`config.mk`:
```
export PLATFORM = sky130hd
export DESIGN_NAME = cache_mem_arbiter
export DESIGN_NICKNAME = d
export VERILOG_FILES = /design/src/rtl/cache_mem_arbiter.sv
export SDC_FILE = /design/constraint.sdc
export NUM_CORES = 1
export LEC_CHECK = 0
export ABC_AREA = 1
export ABC_CLOCK_PERIOD_IN_PS = 2220
export CAP_MARGIN = 20
export CORE_AREA = 3 3 540 542
export DETAILED_ROUTE_END_ITERATION = 12
export DIE_AREA = 0 0 543 545
export PLACE_DENSITY = 0.3
export SYNTH_ARGS = -nofsm -noshare
export SYNTH_HDL_FRONTEND = slang
export SYNTH_SLANG_ARGS = --single-unit
```
`constraint.sdc`:
```
create_clock -name clk -period 2.22 [get_ports clk]
set_input_delay 0.444 -clock clk [delete_from_list [all_inputs] [get_ports clk]]
set_output_delay 0.444 -clock clk [all_outputs]
set_load 0.005 [all_outputs]
```
`src/rtl/cache_mem_arbiter.sv`:
```
// Shares one cache-line memory port between the I-cache and the D-cache.
// Optional macro CACHE_ARB_ROUND_ROBIN_EN alternates grants under contention; default is fixed D-over-I.
module cache_mem_arbiter #(
    parameter int ADDR_W = 32,
    parameter int LINE_W = 256
) (
    input  logic              clk,
    input  logic              rst,
    input  logic              i_read,
    input  logic [ADDR_W-1:0] i_address,
    output logic [LINE_W-1:0] i_rdata,
    output logic              i_resp,
    input  logic              d_read,
    input  logic              d_write,
    input  logic [ADDR_W-1:0] d_address,
    input  logic [LINE_W-1:0] d_wdata,
    output logic [LINE_W-1:0] d_rdata,
    output logic              d_resp,
    output logic              mem_read,
    output logic              mem_write,
    output logic [ADDR_W-1:0] mem_address,
    output logic [LINE_W-1:0] mem_wdata,
    input  logic [LINE_W-1:0] mem_rdata,
    input  logic              mem_resp,
    output logic [2:0]        o_dbg_state
);

    // Handshake: a cache holds x_read/x_write until its one-cycle x_resp; the arbiter
    // holds one memory strobe until the one-cycle mem_resp. Nothing else is sampled.
    typedef enum logic [2:0] {
        IDLE    = 3'd0,
        SERVE_I = 3'd1,
        SERVE_D = 3'd2,
        RESP_I  = 3'd3,
        RESP_D  = 3'd4
    } state_t;

    state_t            r_state;
    logic              r_mem_read;
    logic              r_mem_write;
    logic              r_i_resp;
    logic              r_d_resp;
    logic [ADDR_W-1:0] r_addr;
    logic [LINE_W-1:0] r_wdata;
    logic [LINE_W-1:0] r_line;

    logic w_d_req;
    logic w_any_req;
    logic w_grant_d;

    assign w_d_req   = d_read | d_write;
    assign w_any_req = w_d_req | i_read;

`ifdef CACHE_ARB_ROUND_ROBIN_EN
    logic r_last_d;
    // Under contention the cache that was not served last wins.
    assign w_grant_d = w_d_req & ~(i_read & r_last_d);
`else
    assign w_grant_d = w_d_req;
`endif

    always_ff @(posedge clk) begin
        if (rst) begin
            r_state     <= IDLE;
            r_mem_read  <= 1'b0;
            r_mem_write <= 1'b0;
            r_i_resp    <= 1'b0;
            r_d_resp    <= 1'b0;
            r_addr      <= '0;
            r_wdata     <= '0;
            r_line      <= '0;
`ifdef CACHE_ARB_ROUND_ROBIN_EN
            r_last_d    <= 1'b0;
`endif
        end else begin
            case (r_state)
                IDLE: begin
                    if (w_any_req) begin
                        if (w_grant_d) begin
                            r_addr      <= d_address;
                            r_mem_write <= d_write;
                            r_mem_read  <= ~d_write;
                            if (d_write) begin
                                r_wdata <= d_wdata;
                            end
                            r_state     <= SERVE_D;
                        end else begin
                            r_addr      <= i_address;
                            r_mem_read  <= 1'b1;
                            r_mem_write <= 1'b0;
                            r_state     <= SERVE_I;
                        end
                    end
                end
                SERVE_I: begin
                    if (mem_resp) begin
                        r_line     <= mem_rdata;
                        r_mem_read <= 1'b0;
                        r_i_resp   <= 1'b1;
                        r_state    <= RESP_I;
                    end
                end
                SERVE_D: begin
                    if (mem_resp) begin
                        // A writeback leaves the line buffer untouched.
                        if (r_mem_read) begin
                            r_line <= mem_rdata;
                        end
                        r_mem_read  <= 1'b0;
                        r_mem_write <= 1'b0;
                        r_d_resp    <= 1'b1;
                        r_state     <= RESP_D;
                    end
                end
                RESP_I: begin
                    r_i_resp <= 1'b0;
`ifdef CACHE_ARB_ROUND_ROBIN_EN
                    r_last_d <= 1'b0;
`endif
                    r_state  <= IDLE;
                end
                RESP_D: begin
                    r_d_resp <= 1'b0;
`ifdef CACHE_ARB_ROUND_ROBIN_EN
                    r_last_d <= 1'b1;
`endif
                    r_state  <= IDLE;
                end
                default: begin
                    r_state <= IDLE;
                end
            endcase
        end
    end

    assign i_rdata     = r_line;
    assign d_rdata     = r_line;
    assign i_resp      = r_i_resp;
    assign d_resp      = r_d_resp;
    assign mem_read    = r_mem_read;
    assign mem_write   = r_mem_write;
    assign mem_address = r_addr;
    assign mem_wdata   = r_wdata;
    assign o_dbg_state = r_state;

`ifndef SYNTHESIS
    a_d_rw_exclusive: assert property (@(posedge clk) disable iff (rst) !(d_read && d_write))
        else $error("cache_mem_arbiter: d_read and d_write asserted together");
    a_resp_exclusive: assert property (@(posedge clk) !(r_i_resp && r_d_resp))
        else $error("cache_mem_arbiter: i_resp and d_resp high together");
    a_strobe_exclusive: assert property (@(posedge clk) !(r_mem_read && r_mem_write))
        else $error("cache_mem_arbiter: mem_read and mem_write high together");
`endif

endmodule

```
==> flow_summary.html <==
<table>
<tr><th>Metric</th><th>Value</th></tr>
<tr><th colspan="2">Run status</th></tr>
<tr><td>Result of the run</td><td>completed</td></tr>
<tr><th colspan="2">Global route</th></tr>
<tr><td>Top Usage Layer GRT</td><td>met2</td></tr>
<tr><td>Wire length of the first global-routing pass</td><td>260,000 um</td></tr>
<tr><td>Number of antenna violations at the first check in global routing</td><td>83</td></tr>
<tr><td>Total routing usage reported by global routing</td><td>0.134</td></tr>
<tr><td>Met2 Usage GRT</td><td>0.201</td></tr>
<tr><td>Largest net degree at the start of global routing</td><td>126</td></tr>
<tr><td>Via count of the first global-routing pass</td><td>23,800</td></tr>
<tr><td>Global route total overflow</td><td>0</td></tr>
<tr><td>Global routing usage on met3</td><td>0.0836</td></tr>
<tr><td>Met1 layer usage reported by global route</td><td>0.156</td></tr>
<tr><th colspan="2">Drt</th></tr>
<tr><td>Initial drt markers</td><td>1,485</td></tr>
<tr><td>Drt wl/cell</td><td>around 27 um</td></tr>
<tr><td>Routed vias</td><td>roughly 24,000</td></tr>
<tr><td>Detailed Routing Iterations Pass 1</td><td>5</td></tr>
<tr><td>Detailed Route WL</td><td>~210,000 um</td></tr>
<tr><td>Detailed-route vias per instance</td><td>3.10</td></tr>
<tr><td>Post-route antenna net violation count</td><td>0</td></tr>
<tr><td># DRC</td><td>0</td></tr>
<tr><th colspan="2">Cells and area</th></tr>
<tr><td>Nets@finish</td><td>4,458</td></tr>
<tr><td>Total non-filler cell area in the finished layout</td><td>41,400 um2</td></tr>
<tr><td>Area of the multi-input gates</td><td>~7700 um2</td></tr>
<tr><td>Filler-free cell count of the finished design</td><td>7,727</td></tr>
<tr><td>Area delta synth-&gt;final</td><td>89.1%</td></tr>
<tr><td>Share of cells above drive strength 1</td><td>0.125</td></tr>
<tr><td>Register cell area after layout</td><td>between 10,000 and 15,000 um2</td></tr>
<tr><td>Number of fill cells</td><td>roughly 33,000</td></tr>
<tr><th colspan="2">Synth</th></tr>
<tr><td>Simple logic cell fraction of the synthesized area</td><td>0.216</td></tr>
<tr><td>Compound-Gate Fraction of Synth Area</td><td>0.134</td></tr>
<tr><td>Commonest cells in the synthesized netlist</td><td>551 x sky130_fd_sc_hd__dfxtp_1, 517 x sky130_fd_sc_hd__nor2_1, 332 x sky130_fd_sc_hd__nand2_1</td></tr>
<tr><td>Main combinational cell family by area after synthesis</td><td>simple AND/OR/NAND/NOR gates</td></tr>
<tr><td>Number of synthesized flops with an enable pin</td><td>0</td></tr>
<tr><td>Post-Synth Adder-Cell Area</td><td>0</td></tr>
<tr><td>Leading area contributor after synthesis</td><td>sky130_fd_sc_hd__dfxtp_1</td></tr>
<tr><td>Post-Synthesis Net Count</td><td>3,320</td></tr>
<tr><td>Number of warning messages in the yosys log</td><td>0</td></tr>
<tr><td>Mean cell area of the mapped netlist</td><td>7.99 um2</td></tr>
<tr><td>Most numerous cell in the Yosys netlist</td><td>sky130_fd_sc_hd__dfxtp_1</td></tr>
<tr><td>Cells taking the most area after synthesis</td><td>sky130_fd_sc_hd__dfxtp_1 50%, sky130_fd_sc_hd__buf_4 9.8%, sky130_fd_sc_hd__nor2_1 8.9%</td></tr>
<tr><td>Post-Synthesis Cells</td><td>2,738</td></tr>
<tr><td>Netlist area before placement</td><td>between 20,000 and 25,000 um2</td></tr>
<tr><td>Register bit total from synthesis</td><td>551</td></tr>
<tr><td>Most instantiated flip-flop cell in the synthesis netlist</td><td>sky130_fd_sc_hd__dfxtp_1</td></tr>
<tr><td>Fraction of synthesized cell area in xor and xnor cells</td><td>0</td></tr>
<tr><td>Fraction of synthesized cell area taken by the top area cell type</td><td>0.504</td></tr>
<tr><td>Number of library cell types mapped by synthesis</td><td>24</td></tr>
<tr><td>Mux contribution to synthesized area</td><td>0</td></tr>
<tr><td>Sequential cell area fraction in the yosys report</td><td>0.504</td></tr>
<tr><td>Fraction of registers with async set or reset after synthesis</td><td>0</td></tr>
<tr><th colspan="2">Floorplan</th></tr>
<tr><td>Area of the die</td><td>296,000 um2</td></tr>
<tr><td>Starting density of the core</td><td>0.0761</td></tr>
<tr><td>Count of pins on the block boundary</td><td>1,389</td></tr>
<tr><td>Overall die width</td><td>543 um</td></tr>
<tr><td>Vertical extent of the die</td><td>between 500 and 600 um</td></tr>
<tr><td>Floorplan core area</td><td>287,000 um2</td></tr>
<tr><td>Site row count</td><td>197</td></tr>
<tr><th colspan="2">Setup path</th></tr>
<tr><td>Biggest fanout along the worst timing path</td><td>3</td></tr>
<tr><td>Critical path capture point type</td><td>output port</td></tr>
<tr><td>Slowest cell on the critical path</td><td>sky130_fd_sc_hd__clkdlybuf4s50_1</td></tr>
<tr><td>Critical path, cell by cell</td><td>clkdlybuf4s50_1</td></tr>
<tr><td>WP buf/inv</td><td>1</td></tr>
<tr><td>Kind of start point of the critical path</td><td>flip-flop</td></tr>
<tr><td>Cell class contributing the biggest share of worst-path delay</td><td>buffers and inverters</td></tr>
<tr><td>Required time at the worst-slack endpoint</td><td>~1.8 ns</td></tr>
<tr><td>Worst Path Arrival</td><td>between 1.5 and 2 ns</td></tr>
<tr><td>Critical setup path kind</td><td>flip-flop to output port</td></tr>
<tr><td>Stage delay of the slowest cell on the critical path</td><td>0.53 ns</td></tr>
<tr><th colspan="2">Power and ir drop</th></tr>
<tr><td>Post-route total power</td><td>33.8 mW</td></tr>
<tr><td>VDD IR-drop max</td><td>about 450 uV</td></tr>
<tr><td>Comb pwr share</td><td>0.251</td></tr>
<tr><td>Reported leakage power</td><td>around 16 nW</td></tr>
<tr><td>Total power divided by cell area</td><td>just over 800 nW/um2</td></tr>
<tr><td>Fraction of power consumed by sequential logic</td><td>0.349</td></tr>
<tr><td>Design internal power</td><td>between 20 and 25 mW</td></tr>
<tr><td>Clock share of power</td><td>0.399</td></tr>
<tr><td>Net switching power figure</td><td>11.0 mW</td></tr>
<tr><td>Switching portion of total power</td><td>0.326</td></tr>
<tr><th colspan="2">Clock network</th></tr>
<tr><td>Clock slew seen by the registers of the worst setup and hold paths</td><td>around 0.060 ns</td></tr>
<tr><td>Number of buffers on the longest clock path</td><td>4</td></tr>
<tr><td>CTS Sinks</td><td>~550</td></tr>
<tr><td>Clock buffers created by TritonCTS</td><td>86</td></tr>
<tr><td>H-tree levels</td><td>3</td></tr>
<tr><td>Root buffer selected by CTS</td><td>sky130_fd_sc_hd__clkbuf_16</td></tr>
<tr><td>TritonCTS clock tree</td><td>done</td></tr>
<tr><td>Clock latency on the worst-skew pair</td><td>0.79 ns</td></tr>
<tr><th colspan="2">Placement</th></tr>
<tr><td>Dpl cell area</td><td>slightly below 40,000 um2</td></tr>
<tr><td>IO Port Bufs</td><td>1,388</td></tr>
<tr><td>Dpl hpwl</td><td>177,000 um</td></tr>
<tr><td>Cell total after placement</td><td>7,565</td></tr>
<tr><td>GP Congestion</td><td>0.870</td></tr>
<tr><th colspan="2">STA</th></tr>
<tr><td>Period utilisation layout</td><td>0.963</td></tr>
<tr><td>Achievable Freq</td><td>468 MHz</td></tr>
<tr><td>Skew final</td><td>0.0777 ns</td></tr>
<tr><td>Slew Limit Fails</td><td>0</td></tr>
<tr><td>Final critical-path required period</td><td>2.14 ns</td></tr>
<tr><td>Worst hold margin</td><td>0.218 ns</td></tr>
<tr><td>Actual transition at the worst max-transition pin</td><td>0.773 ns</td></tr>
<tr><td>Final hold violations</td><td>0</td></tr>
<tr><td>Unrepaired setup endpoints after global routing</td><td>false</td></tr>
<tr><td>Relative slew margins</td><td>0.485</td></tr>
<tr><td>Setup violation total in the final timing report</td><td>0</td></tr>
<tr><th colspan="2">Run</th></tr>
<tr><td>Number of max-cap violations</td><td>0</td></tr>
<tr><th colspan="2">Hold path</th></tr>
<tr><td>Tightest Hold Check Type</td><td>primary input to flip-flop</td></tr>
</table>
through the flow:
stage	worst slack, ns	setup TNS, ns	util
2_1_floorplan	0.678	0	-
3_3_place_gp	-0.322	-55.26	0.135
3_5_place_dp	-0.242	-39.33	0.135
4_1_cts	0.000247	0	0.144
5_1_grt	0.00129	0	0.144
6_report	0.0823	0	0.144
path summary, 6_finish.rpt:
path | start | slack, ns | end | cells past startpoint
setup / recovery | d_rdata[137]$_SDFFE_PP0P_ | 0.08 | d_rdata[137] | 1
hold / removal | d_write | 0.22 | mem_wdata[226]$_SDFFE_PP0P_ | 4
setup reg to reg | o_dbg_state[2]$_SDFFE_PP0P_ | 0.24 | mem_wdata[22]$_SDFFE_PP0P_ | 8
hold reg to reg | mem_wdata[215]$_SDFFE_PP0P_ | 0.45 | mem_wdata[215]$_SDFFE_PP0P_ | 2
repair_timing:
| item | CTS | global route |
|---|---|---|
| setup endpoints to repair | 541 | 12 |
| gates resized for setup | 617 | 16 |
| setup buffers | 3 | 0 |
| hold endpoints to repair | 1 | 0 |
| hold buffers | 1 | 0 |
flip-flops by register name (all words and copies together) (netlist names):
name and count:
o_dbg_state 3, mem_read 1, mem_address 32, mem_write 1, i_resp 1, mem_wdata 256, d_resp 1, d_rdata 256
routing by layer:
layer / vias to the layer above / wire length, um
met5: - / 362
met4: 56 / 7070
met3: 276 / 29600
met2: 1221 / 87900
met1: 11400 / 84600
li1: 11100 / -
cell usage in the layout (no fill, tap or decap), types with 13 or more instances in the layout:
cell / instances
sky130_fd_sc_hd__a21oi_1: 261
sky130_fd_sc_hd__buf_12: 36
sky130_fd_sc_hd__buf_4: 126
sky130_fd_sc_hd__clkbuf_1: 18
sky130_fd_sc_hd__clkbuf_16: 86
sky130_fd_sc_hd__clkbuf_8: 20
sky130_fd_sc_hd__clkdlybuf4s15_1: 13
sky130_fd_sc_hd__clkdlybuf4s15_2: 34
sky130_fd_sc_hd__clkdlybuf4s50_1: 990
sky130_fd_sc_hd__dfxtp_1: 411
sky130_fd_sc_hd__dfxtp_2: 109
sky130_fd_sc_hd__dfxtp_4: 31
sky130_fd_sc_hd__dlygate4sd2_1: 309
sky130_fd_sc_hd__nand2_1: 332
sky130_fd_sc_hd__nand3_1: 292
sky130_fd_sc_hd__nor2_1: 517
sky130_fd_sc_hd__o211a_1: 32
sky130_fd_sc_hd__o21ai_0: 227
sky130_fd_sc_hd__o21ai_1: 30
power groups by stage:
| stage | Clock, mW | Sequential [mW] | Combinational, mW |
|---|---|---|---|
| floorplan | 0 | 11.7 | 3.03 |
| global route | 14.4 | 11.9 | 9.26 |
| CTS | 14.2 | 11.8 | 8.81 |
| global placement | 0 | 12.0 | 9.18 |
| detailed placement | 0 | 12.0 | 9.13 |
| finish | 13.5 | 11.8 | 8.49 |
area by class of cell:
| type | count | share of cell area |
|---|---|---|
| tap | 3781 | 0.114 |
| clock buffer | 124 | 0.0603 |
| clock inverter | 23 | 0.00444 |
| multi-input combinational | 1701 | 0.186 |
| inverter | 15 | 0.00172 |
| antenna | 11 | 0.000665 |
| sequential | 551 | 0.273 |
| timing repair buffer | 1521 | 0.360 |
cells by family after synthesis:
kind of cell,after synthesis
AO/OA/AOI/OAI,552
buffers and inverters,486
flip-flops,551
AND/OR/NAND/NOR,1149
Power figures use the tool's default switching activity.
==> variant 1: new RTL, same flow settings <==
The option `CACHE_ARB_ROUND_ROBIN_EN` is turned on by a define.
--- a/src/rtl/cache_mem_arbiter.sv
+++ b/src/rtl/cache_mem_arbiter.sv
@@ -2,2 +2,4 @@
 // Optional macro CACHE_ARB_ROUND_ROBIN_EN alternates grants under contention; default is fixed D-over-I.
+`define CACHE_ARB_ROUND_ROBIN_EN
+
 module cache_mem_arbiter #(
Function: not settled (the Yosys comparison gave no result); the edit may change what the design does.
==> variant 1 against the original RTL <==
- area after synthesis decreased by 0.15%
- global-route usage increased by 0.24 points
- non-clock buffer count increased by 13
- synthesized cell count increased by 1.4%
- final area increased by 0.72%
- sequential cell count increased by 1
- combinational power decreased by 0.5%
- routed wire length increased by 0.88%
- total power decreased by 0.13%
- setup slack got worse by 0.027 ns
- largest power group unchanged
==> variant 1: results (changes against the original RTL) <==
pwr:
  power_internal_mw: 22.7  # about the same
  cellLeakagePower_nw: 16.3  # was 16.5 nW
  power.ir.vdd_worst_v: 0.000511  # was 0.000454 V
layout:
  nets: 4510  # was 4,458
  area.sequential_mm2: 0.0114  # was 0.0113 mm²
  final.fill_count: 32814  # was 32.7k
  drive_above_1_share_pct: 12.1  # was 12.5%
  fin_cells: 7785  # was 7,727
outcome:
  status: "completed"  # unchanged
synth:
  yosysWarnings: 0  # unchanged
  async_flop_share_pct: 0  # unchanged
  synth_cell_types: 23  # was 24
  list_of_most_frequent_post_synthesis_cells: "sky130_fd_sc_hd__nor2_1 (553), sky130_fd_sc_hd__dfxtp_1 (552), sky130_fd_sc_hd__nand2_1 (337)"  # was sky130_fd_sc_hd__dfxtp_1 (551), sky130_fd_sc_hd__nor2_1 (517), sky130_fd_sc_hd__nand2_1 (332)
  avgSynthCellArea_um2: 7.87  # was 7.99 µm²
  post_syn_nets: 3357  # was 3,320
  synth_top_cells_by_area: "sky130_fd_sc_hd__dfxtp_1 (51%), sky130_fd_sc_hd__nor2_1 (9.5%), sky130_fd_sc_hd__buf_4 (9.1%), sky130_fd_sc_hd__a21oi_1 (6.7%), sky130_fd_sc_hd__o21ai_0 (6.0%)"  # was sky130_fd_sc_hd__dfxtp_1 (50%), sky130_fd_sc_hd__buf_4 (9.8%), sky130_fd_sc_hd__nor2_1 (8.9%), sky130_fd_sc_hd__nand3_1 (6.7%), sky130_fd_sc_hd__a21oi_1 (6.0%)
  synth_seq_area_share_pct: 50.6  # was 50.4%
clocking:
  clock_latency_ns: 0.75  # was 0.79 ns
  clockRootBuffer: "sky130_fd_sc_hd__clkbuf_16"  # unchanged
  cts_buffers: 87  # was 86
  cts.htree.levels: 3  # unchanged
detailed_routing:
  drt_iter0_drc: 1414  # was 1,485
  wl_per_cell_um: 27.1  # about the same
  detailroute.via_count: 24222  # was 24.0k
  firstDrtPassIters: 5  # unchanged
global_routing:
  grt_start_max_net_pins: 75  # was 126
  grt_pass1_wl_mm: 264  # was 260 mm
  grt_util_all_layers_pct: 13.6  # was 13.4%
  grt_antenna_before_repair: 114  # was 83
timing:
  worstMarginPinSlew_ns: 0.652  # was 0.773 ns
  finalClockSkew_ns: 0.0437  # was 0.0777 ns
placement:
  globalplace.congestion: 0.856  # was 0.870
  dp_slack_ns: -0.665  # was -0.242 ns
  placed_cells: 7612  # was 7,565
  place_hpwl_mm: 179  # was 177 mm
setup_path:
  critPathMaxStageDelay_ns: 0.58  # was 0.53 ns
  cp_max_fo: 3  # unchanged
  cp.arrival_ns: 1.72  # was 1.69 ns
  worst_path_cell_with_the_longest_stage_delay: "sky130_fd_sc_hd__dlygate4sd2_1"  # was sky130_fd_sc_hd__clkdlybuf4s50_1
## variant 1: timing repair
| action | 4_1_cts | 5_1_grt |
|---|---|---|
| endpoints found under the setup margin | 560 | 31 |
| setup buffers | 8 | 0 |
| gates resized for setup | 585 | 35 |
| cloned | 0 | 0 |
| pin swaps | 1 | 1 |
## variant 1: logic make-up (layout without fill, tap and decap cells)
group | Yosys count | in the layout | share of synthesized area, %
buffers and inverters | 484 | 1692 | 14.5
other | 0 | 21 | 0
and+or+nand+nor | 1156 | 1156 | 21.5
AOI/OAI and AO/OA | 583 | 583 | 13.4
DFF | 552 | 552 | 50.6
## variant 1: power by group through the flow
stage               Clock [mW]  Sequential [mW]  Combinational (mW)
floorplan                    0             11.7                3.01
global placement             0             12.1                9.12
detailed placement           0             12.2                9.04
CTS                       14.1             12.0                8.80
global route              14.3             12.1                9.28
finish                    13.3             12.0                8.45
## variant 1: final timing paths
check	from	cells after the start	to	slack, ns
worst max-delay path	d_rdata[242]	1	d_rdata[242]	0.06
worst min register to register	mem_wdata[20]	2	mem_wdata[20]	0.46
worst max register to register	o_dbg_state[2]	10	d_rdata[197]	0.18
worst min-delay path	rst	4	d_rdata[253]	0.22
## variant 1: cell type report
cell class	instances	area share, %
antenna	21	0.126
clock buffer	124	5.96
clock inverter	20	0.384
inverter	14	0.225
multi-input combinational	1739	18.4
sequential	552	27.2
tap	3781	11.4
timing repair buffer	1534	36.3
## variant 1: stage by stage
stage	hold slack, ns	instance area (µm²)	TNS [ns]
2_1_floorplan	0.425	21800	0
5_1_grt	0.160	41600	0
3_5_place_dp	0.450	38900	-136.68
3_3_place_gp	0.444	38900	-141.40
4_1_cts	0.119	41600	0
6_report	0.222	41700	0
## variant 1: layer usage
layer,vias up,routed length (µm),GRT usage (%)
met1,11432,79400,14.7
met5,-,418,0
met3,323,29300,8.49
li1,11189,-,-
met2,1212,95200,21.9
met4,66,6980,4.33
==> variant 2: new RTL, config.mk and constraints unchanged <==
Without the edit above. Reset style: asynchronous (`rst`), changed in one clocked block.
--- a/src/rtl/cache_mem_arbiter.sv
+++ b/src/rtl/cache_mem_arbiter.sv
@@ -61,3 +61,3 @@
 
-    always_ff @(posedge clk) begin
+    always_ff @(posedge clk or posedge rst) begin
         if (rst) begin
Function: not settled (the Yosys comparison gave no result); the edit may change what the design does.
==> variant 2 against the original RTL <==
- critical path depth stayed put
- final area is 9.4% higher
- register-to-register slack worse by 0.10 ns
- routed wire length is 2.2% lower
- setup slack worse by 0.0047 ns
- first-iteration DRC count is 6.9% higher
- sequential cell count stayed put
- area after synthesis is 12% higher
- highest routed layer unchanged
Power is not compared: it rests on default switching activity, and its combinational part moved more than twofold at a synthesized area within 25%.
==> variant 2: results (changes against the original RTL) <==
outcome:
  status: "completed"  # unchanged
setup_path:
  reg2reg_setup_slack_ns: 0.14  # was 0.24 ns
  cp-endpoint: "d_rdata[251]"  # was d_rdata[137]
  critPathLaunch: "d_rdata[251]"  # was d_rdata[137]
  reg2reg_depth: 6  # was 8
  worst_r2r_endpoint: "d_rdata[223]"  # was mem_wdata[22]
synth:
  synth_seq_area_share_pct: 56.3  # was 50.4%
  synth_cell_types: 18  # was 24
  async_flop_share_pct: 100  # was 0%
  list_of_most_frequent_post_synthesis_cells: "sky130_fd_sc_hd__nand2_1 (980), sky130_fd_sc_hd__nand3_1 (775), sky130_fd_sc_hd__dfrtp_1 (551)"  # was sky130_fd_sc_hd__dfxtp_1 (551), sky130_fd_sc_hd__nor2_1 (517), sky130_fd_sc_hd__nand2_1 (332)
timing:
  final_period_minus_worst_setup_slack_ns: 2.14  # about the same
detailed_routing:
  avgViaCountPerCell: 3.23  # was 3.10
  wl_per_cell_um: 25.8  # was 27.1 µm
  met2RoutedLength_mm: 97.0  # was 87.9 mm
  detailroute.via_count: 25706  # was 24.0k
  route.met3.wl_mm: 22.5  # was 29.6 mm
  wirelength_met1_mm: 79.8  # was 84.6 mm
  drt_iter0_drc: 1588  # was 1,485
global_routing:
  grt_start_max_net_pins: 147  # was 126
  grt_antenna_before_repair: 137  # was 83
  grt_pass1_wl_mm: 266  # was 260 mm
  grt.met1_usage_pct: 15.4  # was 15.6%
  globalRouteMet3Util_pct: 6.22  # was 8.36%
  global_route.usage.met2_pct: 22.5  # was 20.1%
layout:
  drive_above_1_share_pct: 12.2  # was 12.5%
  nets: 4672  # was 4,458
  final.fill_count: 32470  # was 32.7k
placement:
  dp_slack_ns: -0.149  # was -0.242 ns
  placed_cells: 7664  # was 7,565
  placed_area_mm2: 0.0420  # was 0.0388 mm²
min_path:
  min-delay-path-class: "in2async"  # was in2reg
[variant 2: changes by cell type in the layout (fill, tap and decap cells not counted), moves of 104 or more]
cell,delta
sky130_fd_sc_hd__dfxtp_2,-109
sky130_fd_sc_hd__nor2_1,-513
sky130_fd_sc_hd__o21ai_0,-225
sky130_fd_sc_hd__dfxtp_1,-411
sky130_fd_sc_hd__dfrtp_1,+466
sky130_fd_sc_hd__a21oi_1,-261
sky130_fd_sc_hd__dlygate4sd2_1,+122
sky130_fd_sc_hd__nand2_1,+647
sky130_fd_sc_hd__nand3_1,+483
sky130_fd_sc_hd__buf_4,+104
[variant 2: how the worst min path moves through the flow]
stage	endpoint	slack [ns]	startpoint	cells past startpoint
after detailed placement	mem_wdata[88]	0.46	mem_wdata[88]	2
after floorplan	mem_address[0]	0.47	mem_address[0]	2
after global routing	mem_wdata[70]	0.05	rst	3
final	mem_wdata[70]	0.09	rst	3
after global placement	mem_address[10]	0.46	mem_address[10]	2
after CTS	mem_wdata[70]	0.02	rst	3
[variant 2: what timing repair did]
item,in CTS,in global routing
setup endpoints to repair,558,31
hold endpoints to repair,0,0
gates resized for setup,545,22
setup buffers,114,7
pin swaps,0,0
[variant 2: kinds of logic after synthesis]
family	share of synthesized area [%]
compound gates	0.0409
simple gates	31.3
buf+inv	12.3
flops	56.3
[variant 2: layout make-up]
cell class	count	area, µm²	share of cell area [%]
Clock buffer	123	2400	5.30
Sequential cell	551	13900	30.7
Antenna cell	17	42.5	0.0940
Timing Repair Buffer	1670	16200	35.7
Clock inverter	23	288	0.636
Inverter	10	41.3	0.0912
Tap cell	3781	4730	10.4
Multi-Input combinational cell	1773	7710	17.0
